--- src/rtl/udar_uart_pkg.sv ---
`default_nettype none
// ============================================================================
// Module   : udar_uart_pkg
// Purpose  : Shared definitions for the UART transmitter: 3-bit state
//            encoding and default frame parameters.
// Ports    : none (package)
// Revision : 1.0 - initial release
// ============================================================================
package udar_uart_pkg;

  typedef logic [2:0] state_t;

  localparam state_t ST_IDLE   = 3'd0;
  localparam state_t ST_ALIGN  = 3'd1;
  localparam state_t ST_START  = 3'd2;
  localparam state_t ST_DATA   = 3'd3;
  localparam state_t ST_PARITY = 3'd4;
  localparam state_t ST_STOP   = 3'd5;

  localparam int DEF_DATA_LEN  = 8;
  localparam int DEF_STOP_BITS = 1;

endpackage : udar_uart_pkg
`default_nettype wire

--- src/rtl/uart_baud_edge.sv ---
`default_nettype none
// ============================================================================
// Module   : uart_baud_edge
// Purpose  : Brings the divided baud clock into the clk domain through a
//            two-flop synchroniser and turns each rising edge into a
//            registered one-cycle tick. The tick is high for exactly one clk,
//            three clk edges after baud_clk rises.
// Ports    : clk      in  system clock
//            rst      in  asynchronous active-low reset
//            baud_clk in  divided baud clock (asynchronous to clk)
//            tick     out one-cycle bit tick
// Revision : 1.0 - initial release
// ============================================================================
module uart_baud_edge (
  input  logic clk,
  input  logic rst,
  input  logic baud_clk,
  output logic tick
);

  logic sync1_q;
  logic sync2_q;
  logic prev_q;
  logic tick_q;

  always_ff @(posedge clk or negedge rst) begin
    if (!rst) begin
      sync1_q <= 1'b0;
      sync2_q <= 1'b0;
      prev_q  <= 1'b0;
      tick_q  <= 1'b0;
    end else begin
      sync1_q <= baud_clk;
      sync2_q <= sync1_q;
      prev_q  <= sync2_q;
      // Registered so the tick is a clean single-cycle pulse
      tick_q  <= sync2_q & ~prev_q;
    end
  end

  assign tick = tick_q;

endmodule : uart_baud_edge
`default_nettype wire

--- src/rtl/uart_tx.sv ---
`default_nettype none
// ============================================================================
// Module   : uart_tx
// Purpose  : Serial transmitter. Accepts one word per frame over a
//            valid/ready handshake and sends start bit, DATA_LEN data bits
//            LSB first, optional parity bit and STOP_BITS stop bits on txd.
//            Bit timing comes from the rising edges of baud_clk.
// Config   : define UART_TX_PARITY_EN to insert a parity bit after the data
//            (even parity when PARITY_ODD=0, odd when PARITY_ODD=1).
//            Without the macro there is no parity logic at all.
// Ports    : clk      in  system clock
//            rst      in  asynchronous active-low reset
//            baud_clk in  divided baud clock
//            tx_data  in  word to send [DATA_LEN-1:0]
//            tx_valid in  tx_data is valid
//            tx_ready out transmitter can accept a word (IDLE only)
//            txd      out serial line, idle high
//            busy     out frame in progress
// Revision : 1.0 - initial release
// ============================================================================
module uart_tx
  import udar_uart_pkg::*;
#(
  parameter int DATA_LEN   = DEF_DATA_LEN,
  parameter int STOP_BITS  = DEF_STOP_BITS,
  parameter int PARITY_ODD = 0
) (
  input  logic                clk,
  input  logic                rst,
  input  logic                baud_clk,
  input  logic [DATA_LEN-1:0] tx_data,
  input  logic                tx_valid,
  output logic                tx_ready,
  output logic                txd,
  output logic                busy
);

  localparam int CNT_W = $clog2(DATA_LEN + 1);
  localparam logic [CNT_W-1:0] LAST_DATA = CNT_W'(DATA_LEN - 1);
  localparam logic [CNT_W-1:0] LAST_STOP = CNT_W'(STOP_BITS - 1);

  logic                tick;
  logic                accept;
  logic [DATA_LEN-1:0] shift_nxt;

  state_t              state_q;
  logic [DATA_LEN-1:0] shift_q;
  logic [CNT_W-1:0]    bit_cnt_q;
  logic                txd_q;
  logic                ready_q;
  logic                busy_q;

`ifdef UART_TX_PARITY_EN
  logic                parity_q;
`else
  logic                unused_parity_odd;
  assign unused_parity_odd = (PARITY_ODD != 0);
`endif

  uart_baud_edge u_baud_edge (
    .clk      (clk),
    .rst      (rst),
    .baud_clk (baud_clk),
    .tick     (tick)
  );

  assign accept    = tx_valid & ready_q;
  assign shift_nxt = shift_q >> 1;

  // Outputs are registered: txd is loaded with the value of the bit that
  // the state being entered will drive, so it changes on the tick edge.
  always_ff @(posedge clk or negedge rst) begin
    if (!rst) begin
      state_q   <= ST_IDLE;
      shift_q   <= '0;
      bit_cnt_q <= '0;
      txd_q     <= 1'b1;
      ready_q   <= 1'b1;
      busy_q    <= 1'b0;
`ifdef UART_TX_PARITY_EN
      parity_q  <= 1'b0;
`endif
    end else begin
      case (state_q)
        ST_IDLE: begin
          // A tick arriving together with the accept is deliberately
          // ignored; ALIGN waits for the next one.
          if (accept) begin
            state_q <= ST_ALIGN;
            shift_q <= tx_data;
            ready_q <= 1'b0;
            busy_q  <= 1'b1;
            txd_q   <= 1'b1;
`ifdef UART_TX_PARITY_EN
            parity_q <= (^tx_data) ^ (PARITY_ODD != 0);
`endif
          end
        end

        ST_ALIGN: begin
          if (tick) begin
            state_q <= ST_START;
            txd_q   <= 1'b0;
          end
        end

        ST_START: begin
          if (tick) begin
            state_q   <= ST_DATA;
            bit_cnt_q <= '0;
            txd_q     <= shift_q[0];
          end
        end

        ST_DATA: begin
          if (tick) begin
            shift_q <= shift_nxt;
            if (bit_cnt_q == LAST_DATA) begin
              // Counter is reused to count stop bits
              bit_cnt_q <= '0;
`ifdef UART_TX_PARITY_EN
              state_q   <= ST_PARITY;
              txd_q     <= parity_q;
`else
              state_q   <= ST_STOP;
              txd_q     <= 1'b1;
`endif
            end else begin
              bit_cnt_q <= bit_cnt_q + 1'b1;
              txd_q     <= shift_nxt[0];
            end
          end
        end

`ifdef UART_TX_PARITY_EN
        ST_PARITY: begin
          if (tick) begin
            state_q   <= ST_STOP;
            bit_cnt_q <= '0;
            txd_q     <= 1'b1;
          end
        end
`endif

        ST_STOP: begin
          if (tick) begin
            if (bit_cnt_q == LAST_STOP) begin
              state_q   <= ST_IDLE;
              bit_cnt_q <= '0;
              ready_q   <= 1'b1;
              busy_q    <= 1'b0;
            end else begin
              bit_cnt_q <= bit_cnt_q + 1'b1;
            end
            txd_q <= 1'b1;
          end
        end

        default: begin
          state_q   <= ST_IDLE;
          bit_cnt_q <= '0;
          txd_q     <= 1'b1;
          ready_q   <= 1'b1;
          busy_q    <= 1'b0;
        end
      endcase
    end
  end

  assign tx_ready = ready_q;
  assign txd      = txd_q;
  assign busy     = busy_q;

endmodule : uart_tx
`default_nettype wire
--- config.mk ---
export PLATFORM = sky130hd
export DESIGN_NAME = uart_tx
export DESIGN_NICKNAME = d
export VERILOG_FILES = /design/src/rtl/udar_uart_pkg.sv /design/src/rtl/uart_baud_edge.sv /design/src/rtl/uart_tx.sv
export SDC_FILE = /design/constraint.sdc
export NUM_CORES = 1
export LEC_CHECK = 0
export CORE_MARGIN = 3
export CORE_UTILIZATION = 48
export CTS_BUF_LIST = sky130_fd_sc_hd__clkbuf_4 sky130_fd_sc_hd__clkbuf_8 sky130_fd_sc_hd__clkbuf_16
export DETAILED_ROUTE_END_ITERATION = 8
export GPL_ROUTABILITY_DRIVEN = 0
export PLACE_DENSITY = 0.84
export SYNTH_ARGS = -nofsm -noshare
export SYNTH_HDL_FRONTEND = slang
export SYNTH_SLANG_ARGS = --single-unit
--- constraint.sdc ---
create_clock -name clk -period 1.3 [get_ports clk]
set_input_delay 0.26 -clock clk [delete_from_list [all_inputs] [get_ports clk]]
set_output_delay 0.26 -clock clk [all_outputs]
set_load 0.01 [all_outputs]
== After elaboration in Yosys (flattened, before gate mapping) ==
Cells that the tools add are included.
Widths: inputs -> output; s select.
Storage, ports and cells
  register bits after elaboration: 22
  input port bits: 12
  output and inout bits: 3
  word-level logic and storage cells: 69
Operators by class
  $add $sub $neg: 1
  equality and inequality tests: 12
  multiplexer cells: 31
  bitwise gates (word level): 5
  reduce and logical (&&, ||, !) cells: 10
Operators with widths (count)
  $mux 3: 7
  $mux 4: 5
  $mux 8: 2
  $pmux 4 s4: 1
  $pmux 8 s2: 1
  $pmux 3 s5: 1
  $mux 1: 11
  $ne 2x1->1 const B: 4
  $reduce_and 4->1: 2
  $reduce_and 7->1: 1
  $eq 3x2->1 const B: 2
  $ne 2x2->1 const B: 3
  $pmux 1 s3: 2
  $pmux 1 s5: 1
  $reduce_and 5->1: 1
  $add 4x1->4 const B: 1
  $eq 4x3->1 const B: 1
  $logic_not 4->1: 1
  $eq 3x1->1 const B: 1
  $eq 3x3->1 const B: 1
  $logic_not 3->1: 1
  $not 1->1: 3
  $reduce_and 3->1: 1
  $reduce_or 3->1: 1
  3 further kinds: 4

== Depth between registers and ports, before layout ==
Gate-level depths: netlist (run 1).
  depth in word-level cells: 4
  mapped depth: 6
  gate-level depth less buffers: 6

== By module ==
From an unflattened synthesis (run 1), not the netlist that was laid out.
Unflattened totals
  cells, all modules: 121
  area total of the unflattened synthesis: 1158.6 um^2
Modules (own cells, without submodules)
  uart_tx: instances 1, cells each 116, area an instance 1044.8 um^2, seq. area each 452.9 um^2
  uart_baud_edge: instances 1, cells each 5, area an instance 113.9 um^2, seq. area each 100.1 um^2

== Worst setup path after synthesis (run 1) ==
OpenSTA, ideal clock, no wires.
  path kind: register to register
  from: register bit_cnt_q[0]
  to: register state_q[0]
  setup time: 125 ps
  arrival time: 1334 ps
  required time: 1175 ps
  path slack: -159 ps
  cell stages (with the launch flop): 6
  path buffers: 0
  period minus slack after synthesis: 1459 ps
  path through: dfrtp_1 -> inv_1 -> ha_1 -> nor3b_1 -> o21ai_2 -> mux2_4
Between the ends
  longest elaborated chain between the ends: 3
  elaborated cells on any way between the ends: 5
  those cells by class: eq/ne: 3; reduce/logical: 2
RTL lines
  start, declared: RTL line uart_tx.sv:48  | logic [CNT_W-1:0] bit_cnt_q;
  start signal, assigned: RTL line uart_tx.sv:129  | bit_cnt_q <= bit_cnt_q + 1'b1;
  start signal, assigned: RTL line uart_tx.sv:153  | bit_cnt_q <= bit_cnt_q + 1'b1;
  $eq 4x3->1 or $logic_not 4->1 (tied branches): RTL line uart_tx.sv:118, uart_tx.sv:147
  $ne 2x2->1 (no source line)
  $reduce_and 7->1 (no source line) (*)
  end signal, assigned: RTL line uart_tx.sv:109  | state_q <= ST_DATA;
  end signal, assigned: RTL line uart_tx.sv:125  | state_q <= ST_STOP;
  end signal, assigned: RTL line uart_tx.sv:148  | state_q <= ST_IDLE;
  end, declared: RTL line uart_tx.sv:46  | state_t state_q;
Mark *: on every way between the ends. The rest lies on a longest branch, timed or not.
A chain may end at the register's enable or synchronous reset.

== Final worst setup path (run 1) ==
  from: register state_q[1]
  to: register state_q[2]
Between the ends
  longest elaborated chain between the ends: 3
  elaborated cells on any way between the ends: 14
  those cells by class: eq/ne: 11; mux: 1; reduce/logical: 2
RTL lines
  start signal, assigned: RTL line uart_tx.sv:74  | state_q <= ST_IDLE;
  start signal, assigned: RTL line uart_tx.sv:89  | state_q <= ST_ALIGN;
  start signal, assigned: RTL line uart_tx.sv:102  | state_q <= ST_START;
  $eq 3x1->1 (tied with other cells): RTL line uart_tx.sv:84  | case (state_q)
  $ne 2x1->1 (no source line) or $ne 2x2->1 (tied branches)
  $reduce_and 7->1 (no source line)
Several ways; a longest one is shown, not always the timed one.

==> run_results.csv, run 1 <==
group,metric,value,unit
status,outcome,"complete, but fails checks",
worst_setup_path,crit_path_start_kind,"flip-flop",
timing,max_freq,646,MHz
worst_setup_path,cp-end-kind,"flip-flop",
timing,min_period,1550,ps
timing,max_slew.worst_pin.slew,378,ps
pwr,p_total,1.14,mW
timing,setup_slack,-249,ps
floorplanning,row_count,16,
finish,stdcell_count,187,
placed_design,hpwlAfterDp,1.77,mm
synth,yosysUniqueCellTypes,34,
finish,nets,175,
worst_setup_path,timing.setup.critical_path_class,"reg -> reg",
floorplanning,die_area,2960,um^2
cts,root_buffer,"clkbuf_4",
synth,syn-cell-area,1120,um^2
floorplanning,io_pins,15,
worst_setup_path,critPathRequiredTime,1510,ps
timing,setup_viol,19,
route,drc,0,
route,drt_iter0_drc,44,
placed_design,dp_cells,174,
finish,layout-drive-gt1-share,0.369,
floorplanning,coreArea,2080,um^2
timing,tns,-2850,ps
placed_design,numPortBuffers,14,
worst_setup_path,cp.arrival,1760,ps
synth,synthCells,117,
min_path,hp-class,"in -> async",
synth,synth_top_cells_by_area,"dfrtp_1 (44%), nand2_1 (7.0%), dfstp_2 (4.7%), a31oi_1 (3.9%), nor2_1 (3.7%)",
timing,rsz0062_at_grt,"true",
cts,clk_latency,310,ps
timing,period_share,1.19,
synth,ys_ff_latch,22,
finish,n_antenna_cell,0,
pwr,max-vdd-ir-drop,796,uV
placed_design,pre_cts_slack,-467,ps
finish,syn_to_final_growth,45.7,%
synth,synth_edf_count,0,
route,antenna_left,0,
cts,tritoncts,"done",
floorplanning,fp.dieH,54.4,um
route,vias_per_cell,5.43,
floorplanning,die_w,54.4,um
pwr,p_per_area,696,nW/um^2
synth,ys.flop_type,"dfrtp_1",
synth,ys_seq_area_frac,0.492,
grt,grt_first_pass_wirelength,4.22,mm
synth,synth_most_common_cell,"nand2_1",
synth,post_synth.cell_area_avg,9.61,um^2
run,cap_violations,0,
route,routed_wl,2.80,mm
finish,final_area,1640,um^2
cts,cts.path.max_buffers,2,
grt,grt_max_degree,23,
pwr,p_leak,0.702,nW
finish,fin_util,0.787,
route,vias,1016,
cts,cts_made_buffers,3,
synth,synth_top_area_cell,"dfrtp_1",
synth,ys_warn_count,0,
cts,cts_sinks,22,
grt,grt_pass1_vias,1018,
timing,hold_viol_final,0,
timing,drv_slew,0,
status,violations,"setup timing",
route,dr.pass1.iters,4,
timing,slew_headroom,0.747,
cts,htree_num_levels,1,
synth,synthTopCellsByCount,"nand2_1 (21), dfrtp_1 (20), nor2_1 (11), inv_1 (8)",
synth,async_flop_share,1.00,
synth,synth_nets,131,
grt,track_usage,0.202,
cts,cts.clk_slew.worst_paths,120,ps
timing,fin_worst_skew,7.10,ps
worst_setup_path,cp_max_fo,5,
grt,overflow,0,
synth,synth.top_cell.area_share,0.445,
timing,whs,290,ps
floorplanning,initial_core_util,0.540,
grt,antenna_found_initial,0,
route,wl_per_cell,15.0,um
placed_design,placed_area,1440,um^2
-- where the power goes --
part           leakage (nW)  internal (mW)  switching, mW  total, mW
clock network        0.0210          0.171          0.208      0.379
registers             0.249          0.691        0.00322      0.694
logic                 0.433         0.0414         0.0265     0.0678
-- sequential cells by signal (all words and copies together) (netlist names) --
register / count
bit_cnt_q: 4
busy: 1
shift_q: 8
state_q: 3
tx_ready: 1
txd: 1
u_baud_edge.prev_q: 1
u_baud_edge.sync1_q: 1
u_baud_edge.sync2_q: 1
u_baud_edge.tick: 1
-- cells by family after synthesis --
logic type | Yosys count | synth area share
DFF | 22 | 0.492
xor gates and xnor gates | 1 | 0.00779
adders and majority gates | 2 | 0.0222
buffers and inverters | 13 | 0.0690
AOI/OAI and AO/OA | 27 | 0.167
and+or+nand+nor | 51 | 0.229
muxes | 1 | 0.0133
-- path summary, 6_finish.rpt --
check	slack, ps	start	to	cells after the start
setup reg to reg	-250	state_q[1]	state_q[2]	5
setup / recovery	-250	state_q[1]	state_q[2]	5
max in group asynchronous	790	rst	tx_ready	2
hold / removal	290	rst	busy	2
min in group clk	380	u_baud_edge.sync1_q	u_baud_edge.sync2_q	0
hold reg to reg	380	u_baud_edge.sync1_q	u_baud_edge.sync2_q	0
-- final cells by class --
| class | count | area [um^2] |
|---|---|---|
| clock buffer | 4 | 36.3 |
| fill | 115 | 443 |
| inverter | 8 | 30.0 |
| multi-input combinational | 82 | 562 |
| sequential | 22 | 554 |
| tap | 27 | 33.8 |
| timing repair buffer | 44 | 423 |
-- cell usage in the layout (no fill, tap or decap), types with 2 or more instances in the layout --
master	instances
dfstp_2	2
buf_4	22
clkbuf_4	3
ha_2	2
inv_1	8
dfrtp_1	19
nor3b_1	3
nand3_2	2
nor2_1	11
o21ai_1	5
buf_6	6
a21oi_1	6
clkdlybuf4s50_1	11
buf_12	2
nand2_1	21
a31oi_1	7
nor3_2	3
or2_2	2
nor2b_1	2
-- what timing repair did --
action,4_1_cts,5_1_grt
resized for setup,14,21
endpoints found under the setup margin,21,20
buffers inserted,3,6
pin swaps,4,7
gates cloned,0,1
hold buffers,0,0
-- layer usage --
metal  GRT usage  routed length [um]
met5           0                   0
met4       0.124                  57
met3      0.0163                  71
met2       0.355                1440
met1       0.235                1230
-- worst max-delay path, stage by stage (launching register included) --
cell and delay (ps):
dfrtp_2 470, nor3b_1 160, nor3_2 370, o21ai_4 130
buf_6 150, a32o_1 200
Power figures use the tool's default switching activity.
==> run 2: changes to the inputs <==
--- a/config.mk
+++ b/config.mk
@@ -5,8 +5,10 @@
 export SDC_FILE = /design/constraint.sdc
 export NUM_CORES = 1
 export LEC_CHECK = 0
+export CELL_PAD_IN_SITES_DETAIL_PLACEMENT = 1
+export CELL_PAD_IN_SITES_GLOBAL_PLACEMENT = 1
 export CORE_MARGIN = 3
-export CORE_UTILIZATION = 48
+export CORE_UTILIZATION = 37
 export CTS_BUF_LIST = sky130_fd_sc_hd__clkbuf_4 sky130_fd_sc_hd__clkbuf_8 sky130_fd_sc_hd__clkbuf_16
 export DETAILED_ROUTE_END_ITERATION = 8
 export GPL_ROUTABILITY_DRIVEN = 0
==> run 2 against run 1 <==
  * The run still ends with setup timing left
  * Register-to-register slack hardly changed
  * Utilization is 17 points lower
  * Sequential cell count stayed put
  * Wire length is 33% higher
  * Largest cell class unchanged
  * Sequential share of layout area is 2.1 points lower
==> run_results.csv, run 2 (same netlist as run 1, synthesis figures left out) <==
group,metric,value,unit
status,outcome,"complete, but fails checks",
status,violations,"setup timing",
worst_setup_path,r2r_end,"busy",
worst_setup_path,cp_max_fo,3,
cts,cts.path.max_buffers,2,
worst_setup_path,r2r_start,"tx_ready",
timing,tns,-3150,ps
cts,cts_sinks,22,
cts,tritoncts,"done",
worst_setup_path,crit_path_top_delay_cell,"dfstp_2",
route,dr.pass1.iters,4,
route,vias,1053,
grt,grt_max_degree,23,
finish,final_cell_mix,"buf_4 (28), nand2_1 (21), dfrtp_1 (18)",
timing,setup_viol,19,
route,routed_wl,3.73,mm
floorplanning,coreArea,2830,um^2
floorplanning,fp.dieH,61.1,um
grt,track_usage,0.188,
floorplanning,die_area,3740,um^2
finish,n_antenna_cell,0,
worst_setup_path,cp-end-kind,"flip-flop",
worst_setup_path,crit_path_start_kind,"flip-flop",
timing,max_freq,648,MHz
timing,min_period,1540,ps
finish,top_regs,"shift_q (8), bit_cnt_q (4), state_q (3)",
cts,htree_num_levels,1,
worst_setup_path,slowest_delay,580,ps
pwr,p_per_area,747,nW/um^2
worst_setup_path,cp_cell_sequence,"buf_6 -> a2111oi_4 -> nor3_4 -> o21ai_2 -> buf_4 -> a21o_2",
pwr,p_leak,0.755,nW
worst_setup_path,crit_buf_inv,2,
floorplanning,die_w,61.1,um
finish,largest_register_ff_count,8,
pwr,p_total,1.31,mW
placed_design,pre_cts_slack,-535,ps
cts,cts.clk_slew.worst_paths,140,ps
worst_setup_path,reg2regPathDepth,6,
cts,clk_latency,320,ps
route,drt_iter0_drc,50,
route,antenna_left,0,
cts,root_buffer,"clkbuf_4",
grt,grt_first_pass_wirelength,4.97,mm
floorplanning,row_count,19,
route,drc,0,
timing,slew_headroom,0.785,
timing,setup_slack,-242,ps
placed_design,hpwlAfterDp,2.10,mm
worst_setup_path,critPathRequiredTime,1530,ps
cts,cts_made_buffers,3,
worst_setup_path,r2r_slack,-240,ps
finish,nets,182,
placed_design,placed_area,1470,um^2
finish,layout_commonest_cell,"buf_4",
timing,drv_slew,0,
finish,fin_util,0.620,
placed_design,numPortBuffers,14,
finish,final_area,1750,um^2
finish,layout-drive-gt1-share,0.449,
grt,antenna_found_initial,0,
worst_setup_path,crit_family,"flip-flops",
timing,max_slew.worst_pin.slew,323,ps
timing,hold_viol_final,0,
grt,grt_pass1_vias,1059,
finish,stdcell_count,198,
timing,period_share,1.19,
timing,rsz0062_at_grt,"true",
grt,overflow,0,
timing,fin_worst_skew,14.2,ps
worst_setup_path,timing.setup.critical_path_class,"reg -> reg",
pwr,max-vdd-ir-drop,797,uV
finish,syn_to_final_growth,55.8,%
floorplanning,io_pins,15,
floorplanning,initial_core_util,0.398,
placed_design,dp_cells,183,
timing,whs,271,ps
worst_setup_path,cp.arrival,1770,ps
finish,top_register,"shift_q",
min_path,hp-class,"in -> async",
route,wl_per_cell,18.8,um
run,cap_violations,0,
route,vias_per_cell,5.32,
## run 2: area by class of cell
type / count / area [um^2]
clock buffer: 3 / 22.5
clock inverter: 1 / 30.0
fill: 302 / 1080
inverter: 8 / 30.0
multi-input combinational: 82 / 619
sequential: 22 / 556
tap: 31 / 38.8
timing repair buffer: 51 / 457
## run 2: worst max path at each step
| stage | start | end | depth (start not counted) |
|---|---|---|---|
| 3_3_place_gp | tx_valid | state_q[0] | 5 |
| 2_1_floorplan | state_q[2] | state_q[0] | 4 |
| 4_1_cts | tx_ready | busy | 6 |
| 6_report | tx_ready | busy | 6 |
| 3_5_place_dp | tx_valid | state_q[0] | 5 |
| 5_1_grt | bit_cnt_q[1] | bit_cnt_q[3] | 6 |
## run 2: power breakdown
part	internal [mW]	total, mW	leakage [nW]	switching (mW)
Sequential	0.691	0.696	0.247	0.00493
Combinational	0.0414	0.0696	0.481	0.0283
Clock	0.312	0.544	0.0279	0.232
## run 2: repair_timing
action	in CTS	in global routing
endpoints found under the setup margin	21	20
gates resized for setup	33	17
setup buffers	7	4
pin swaps	6	7
hold buffers	0	0
## run 2: per-layer routing
| layer | share of wire | wire length [um] | GRT usage | vias to the layer above |
|---|---|---|---|---|
| li1 | - | - | - | 502 |
| met2 | 0.55 | 2050 | 0.344 | 23 |
| met5 | 0 | 0 | 0 | - |
| met3 | 0.037 | 139 | 0.0335 | 8 |
| met1 | 0.40 | 1480 | 0.214 | 520 |
| met4 | 0.016 | 59 | 0.0712 | 0 |
